File: config.mk
export PLATFORM = sky130hd
export DESIGN_NAME = if_stage_fq
export DESIGN_NICKNAME = d
export VERILOG_FILES = /design/src/rtl/if_stage_fq_pkg.sv /design/src/rtl/if_fetch_fifo.sv /design/src/rtl/if_stage_fq.sv
export SDC_FILE = /design/constraint.sdc
export NUM_CORES = 1
export LEC_CHECK = 0
export BUFFER_PORTS_ARGS = -buffer_cell sky130_fd_sc_hd__buf_4
export CAP_MARGIN = 15
export CORE_MARGIN = 2
export CORE_UTILIZATION = 35
export CTS_BUF_LIST = sky130_fd_sc_hd__clkbuf_8
export DETAILED_ROUTE_END_ITERATION = 10
export PLACE_DENSITY = 0.61
export SLEW_MARGIN = 20
export SYNTH_ARGS = -nofsm -noshare
export SYNTH_HDL_FRONTEND = slang
export SYNTH_HIERARCHICAL = 1
export SYNTH_SLANG_ARGS = --single-unit
File: constraint.sdc
create_clock -name clk -period 2.83 [get_ports clk]
set_clock_uncertainty 0.05 [all_clocks]
set_input_delay 0.283 -clock clk [delete_from_list [all_inputs] [get_ports clk]]
set_output_delay 0.283 -clock clk [all_outputs]
set_load 0.02 [all_outputs]
File: src/rtl/if_stage_fq_pkg.sv
// rtl/if_stage_fq_pkg.sv - shared constants and helpers for the fetch stage
package if_stage_fq_pkg;

    localparam logic [31:0] NOP_INST     = 32'h0000_0033;
    localparam int          IF_ID_BUS_W  = 64;
    localparam int          BUS_PC_LSB   = 0;
    localparam int          BUS_INST_LSB = 32;

    function automatic logic [31:0] bswap32(input logic [31:0] w);
        return {w[7:0], w[15:8], w[23:16], w[31:24]};
    endfunction

endpackage

File: src/rtl/if_fetch_fifo.sv
// rtl/if_fetch_fifo.sv - DEPTH-entry sync FIFO holding fetched {inst,pc} pairs
module if_fetch_fifo #(
    parameter int DEPTH = 4,
    parameter int W     = 64
) (
    input  logic                       clk,
    input  logic                       rst,
    input  logic                       push_i,
    input  logic                       pop_i,
    input  logic                       flush_i,
    input  logic [W-1:0]               wdata_i,
    output logic [W-1:0]               rdata_o,
    output logic [$clog2(DEPTH):0]     count_o,
    output logic                       full_o,
    output logic                       empty_o
);
    localparam int PW = $clog2(DEPTH);

    logic [W-1:0]  mem_q [DEPTH];
    logic [PW-1:0] wr_ptr_q, rd_ptr_q;
    logic [PW:0]   count_q;

    always_ff @(posedge clk) begin
        if (push_i && !flush_i) begin
            mem_q[wr_ptr_q] <= wdata_i;
        end
    end

    // Pointers are exactly log2(DEPTH) bits, so wrap is free.
    always_ff @(posedge clk or posedge rst) begin
        if (rst) begin
            wr_ptr_q <= '0;
            rd_ptr_q <= '0;
            count_q  <= '0;
        end else if (flush_i) begin
            wr_ptr_q <= '0;
            rd_ptr_q <= '0;
            count_q  <= '0;
        end else begin
            if (push_i) wr_ptr_q <= wr_ptr_q + PW'(1);
            if (pop_i)  rd_ptr_q <= rd_ptr_q + PW'(1);
            case ({push_i, pop_i})
                2'b10:   count_q <= count_q + (PW+1)'(1);
                2'b01:   count_q <= count_q - (PW+1)'(1);
                default: count_q <= count_q;
            endcase
        end
    end

    assign rdata_o = mem_q[rd_ptr_q];
    assign count_o = count_q;
    assign full_o  = (count_q == (PW+1)'(DEPTH));
    assign empty_o = (count_q == '0);

endmodule

File: src/rtl/if_stage_fq.sv
// rtl/if_stage_fq.sv - instruction fetch stage with credit-based decoupling queue
module if_stage_fq
    import if_stage_fq_pkg::*;
#(
    parameter logic [31:0] RESET_PC   = 32'h0000_0000,
    parameter int          DEPTH      = 4,
    parameter bit          SWAP_BYTES = 1'b1
) (
    input  logic                   clk,
    input  logic                   rst,
    output logic                   imem_req,
    output logic [31:0]            imem_addr,
    input  logic [31:0]            imem_rdata,
    input  logic                   redirect_valid,
    input  logic [31:0]            redirect_target,
    input  logic                   trap_valid,
    input  logic [31:0]            trap_target,
    input  logic                   ds_allowin,
    output logic                   fs_to_ds_valid,
    output logic [IF_ID_BUS_W-1:0] if_id_bus_out
);
    localparam int PW = $clog2(DEPTH);

    logic [31:0]            fetch_pc_q, fetch_pc_d;
    logic [31:0]            req_pc_q, req_pc_d;
    logic                   inflight_q, inflight_d;
    logic                   flush, squash, push, pop, credit_ok;
    logic [31:0]            next_addr, inst;
    logic [PW+1:0]          occupancy;
    logic [PW:0]            fifo_count;
    logic                   fifo_full, fifo_empty;
    logic [IF_ID_BUS_W-1:0] push_data, head_data;

    assign flush     = redirect_valid || trap_valid;
    assign next_addr = redirect_valid ? redirect_target :
                       trap_valid     ? trap_target     : fetch_pc_q;
    assign imem_addr = next_addr;

    // A redirect both clears the queue and kills the response landing this cycle.
    assign squash         = flush;
    assign fs_to_ds_valid = !fifo_empty && !flush && !rst;
    assign pop            = fs_to_ds_valid && ds_allowin;

    assign occupancy = {1'b0, fifo_count} + (PW+2)'(inflight_q);
    assign credit_ok = occupancy < (PW+2)'(DEPTH);
    assign imem_req  = !rst && (flush || credit_ok || pop);

    assign push = inflight_q && !squash;
    assign inst = SWAP_BYTES ? bswap32(imem_rdata) : imem_rdata;

    always_comb begin
        push_data = '0;
        push_data[BUS_INST_LSB +: 32] = inst;
        push_data[BUS_PC_LSB   +: 32] = req_pc_q;
    end

    assign if_id_bus_out = fs_to_ds_valid ? head_data : '0;

    always_comb begin
        fetch_pc_d = fetch_pc_q;
        req_pc_d   = req_pc_q;
        inflight_d = imem_req;
        if (imem_req) begin
            fetch_pc_d = next_addr + 32'd4;
            req_pc_d   = next_addr;
        end
    end

    always_ff @(posedge clk or posedge rst) begin
        if (rst) begin
            fetch_pc_q <= RESET_PC;
            req_pc_q   <= '0;
            inflight_q <= 1'b0;
        end else begin
            fetch_pc_q <= fetch_pc_d;
            req_pc_q   <= req_pc_d;
            inflight_q <= inflight_d;
        end
    end

    if_fetch_fifo #(
        .DEPTH (DEPTH),
        .W     (IF_ID_BUS_W)
    ) u_fifo (
        .clk     (clk),
        .rst     (rst),
        .push_i  (push),
        .pop_i   (pop),
        .flush_i (flush),
        .wdata_i (push_data),
        .rdata_o (head_data),
        .count_o (fifo_count),
        .full_o  (fifo_full),
        .empty_o (fifo_empty)
    );

    a_no_overflow: assert property (@(posedge clk) disable iff (rst)
        !(push && fifo_full && !pop));

endmodule
==> impl_metrics.py <==
metrics = {
    "power": {
        "p_sw_frac": 0.233,
        "pwr-share-clk": 0.381,
        "p_per_area_mw_per_mm2": 572,
        "p_int_mw": 7.77,
        "power_frac_comb": 0.080,
        "vdd_drop_max_uv": 336,
        "p_switching_mw": 2.36,
        "leakage_nw": 6.65,
        "power_mw": 10.1,
        "p_seq_frac": 0.539,
    },
    "clocking": {
        "clockBufferDepth": 3,
        "clkLatencyLatePin_ns": 0.60,
        "cts_tree": "yes",
        "clk_pin_slew_ns": 0.06,
        "cts_max_level": 2,
        "root_buffer": "clkbuf_8",
        "cts_made_buffers": 54,
        "cts.sinks": 326,
    },
    "setup_path": {
        "reg2reg_depth": 7,
        "worstPathCellList": "nor3_2, o21ai_0, o21ai_4, clkinv_1, buf_4, buf_4",
        "cp_slowest_cell": "dfrtp_1",
        "worst_ep_required_time_ns": 2.50,
        "crit_start": "u_fifo/count_o[0]$_DFFE_PP0P_",
        "cpPeakStageDelay_ns": 0.44,
        "reg2reg_from": "fetch_pc_q[7]$_DFFE_PP0P_",
        "endpoint_kind": "primary output",
        "crit_path_frequent_cell": "buf_4",
        "start_kind": "register",
        "crit_type": "reg2out",
        "critPathMaxFanout": 34,
        "arrival_ns": 2.34,
        "critPathBufInv": 3,
        "r2r-end": "fetch_pc_q[25]$_DFFE_PP0P_",
        "r2r_slack_ns": 0.38,
        "critPathTopFamily": "buffers and inverters",
    },
    "floorplanning": {
        "row_count": 72,
        "die_w_um": 203,
        "die_h_um": 203,
        "start_util": 0.356,
        "die-area_mm2": 0.0412,
        "io_pins": 199,
        "core_area_mm2": 0.0389,
    },
    "hold_path": {
        "hp-start": "redirect_target[3]",
        "min_to": "req_pc_q[3]$_DFFE_PP0P_",
        "whs_path_depth": 4,
        "min_path_type": "in2reg",
    },
    "final_layout": {
        "syn2layout_area_growth_pct": 27.8,
        "antenna_cells": 0,
        "nets": 1285,
        "fillers": 3539,
        "final_layout_size_suffix_gt1_frac": 0.334,
    },
    "timing": {
        "setup_violations": 0,
        "worstMarginPinSlew_ns": 0.877,
        "timing.fmax_mhz": 375,
        "final-hold-violation-count": 0,
        "rsz0062_at_grt": "false",
        "hold_ws_ns": 0.0576,
        "drv_slew": 0,
        "slew_headroom": 0.415,
        "min_period_ns": 2.67,
        "timing.final.crit_share": 0.943,
        "final.setup.tns_ns": 0,
    },
    "logic_synthesis": {
        "yosysWarnings": 6,
        "synthCells": 885,
        "syn-num-nets": 992,
        "avgSynthCellArea_um2": 15.7,
        "syn_area_mm2": 0.0139,
    },
    "global_routing": {
        "busiest_layer": "met2",
        "use_met1": 0.211,
        "gr-usage-met3": 0.0334,
        "grt_max_degree": 88,
        "grt_pass1_vias": 8661,
        "antenna_found_initial": 0,
        "grt_pass1_wl_um": 49600,
        "track_usage": 0.158,
        "grt.overflow.total": 0,
        "grtUsageMet2": 0.259,
    },
    "routing": {
        "routed_wirelength_um": 32200,
        "wl_per_cell_um": 18.6,
        "post-route-drc-count": 0,
        "vias": 8198,
        "drt_iter0_drc": 397,
        "viasPerCell": 4.73,
        "first_pass_iters": 4,
        "ant_nets": 0,
    },
    "place": {
        "gp_congestion": 0.823,
        "dp_hpwl_um": 21300,
        "portBuffers": 198,
    },
    "run_status": {
        "status": "completed",
    },
    "flow_run": {
        "drv_cap": 0,
    },
}
[power by group through the flow]
stage	logic (mW)	clock network, mW	registers [mW]
6_report	0.815	3.86	5.46
5_1_grt	0.896	4.21	5.48
4_1_cts	0.826	4.01	5.46
3_5_place_dp	0.781	0	5.56
3_3_place_gp	0.774	0	5.55
2_1_floorplan	0.438	0	5.51
[what timing repair did]
action / in CTS / in global routing
setup buffers: 1 / 5
pin swaps: 0 / 0
resized for setup: 1 / 0
endpoints found under the hold margin: 202 / 0
endpoints found under the setup margin: 47 / 6
hold buffers: 36 / 0
[how the worst max path moves through the flow]
stage	endpoint	slack, ns	cells after the start
after floorplan	u_fifo/mem_q[0][0]$_DFFE_PP_	0.06	9
after global placement	fetch_pc_q[31]$_DFFE_PP0P_	0.21	9
after detailed placement	fetch_pc_q[25]$_DFFE_PP0P_	0.12	9
after CTS	if_id_bus_out[25]	0.008	4
after global routing	imem_req	0.01	6
final	imem_req	0.16	6
[cell usage in the layout (no fill, tap or decap), types with 3 or more instances in the layout]
master	instances
nor2_1	25
and2_4	4
dlygate4sd3_1	36
nand2b_1	3
mux2_2	4
buf_12	17
nand2_1	98
dfrtp_1	68
o21ai_0	49
o21a_1	23
a31oi_1	12
and2_1	65
nand3_1	6
clkinv_2	4
ha_1	5
xnor2_1	17
nand4_1	14
edfxtp_1	256
nor3_1	10
inv_1	40
xor2_1	3
mux4_2	64
clkinvlp_4	3
inv_2	3
or4_1	5
or3_1	7
clkinv_1	15
o31ai_1	4
o21ai_2	4
nor3_2	3
clkbuf_8	58
mux2i_1	33
buf_4	231
[metal layers]
metal | wire length [um] | vias to the layer above
met2 | 15300 | 224
li1 | - | 3921
met1 | 14700 | 4007
met5 | 0 | -
met3 | 1670 | 46
met4 | 607 | 0
[worst reg2reg max path: stages, from the launching register on]
cell	delay [ns]
dfrtp_1	0.35
mux2i_1	0.07
o21a_1	0.18
inv_1	0.11
nand4_1	0.22
or4_4	0.70
or4_1	0.53
a31oi_1	0.16
[through the flow]
| stage | std cells | instance area (um^2) | utilization | setup slack (ns) |
|---|---|---|---|---|
| 2_1_floorplan | 885 | 13900 | - | 0.0635 |
| 3_3_place_gp | 1598 | 16300 | 0.418 | 0.207 |
| 4_1_cts | 1730 | 17700 | 0.454 | 0.00839 |
| 6_report | 1735 | 17700 | 0.455 | 0.160 |
| 5_1_grt | 1735 | 17700 | 0.455 | 0.0120 |
| 3_5_place_dp | 1598 | 16300 | 0.418 | 0.122 |
[registers in the layout, summed over array words and instances (netlist names)]
name / flops
u_fifo/mem_q: 256
req_pc_q: 32
fetch_pc_q: 30
u_fifo/count_o: 3
u_fifo/rd_ptr_q: 2
u_fifo/wr_ptr_q: 2
inflight_q: 1
[area by class of cell]
class	instances	area (um^2)	share of cell area
clock buffers	58	798	0.0451
inverters	30	118	0.00664
multi-input cells	481	4040	0.228
flip-flops and latches	326	9450	0.533
well taps	518	648	0.0366
repair buffers	285	2460	0.139
clock inverters	37	203	0.0114
Note: power is estimated with default switching activity, not from simulation.
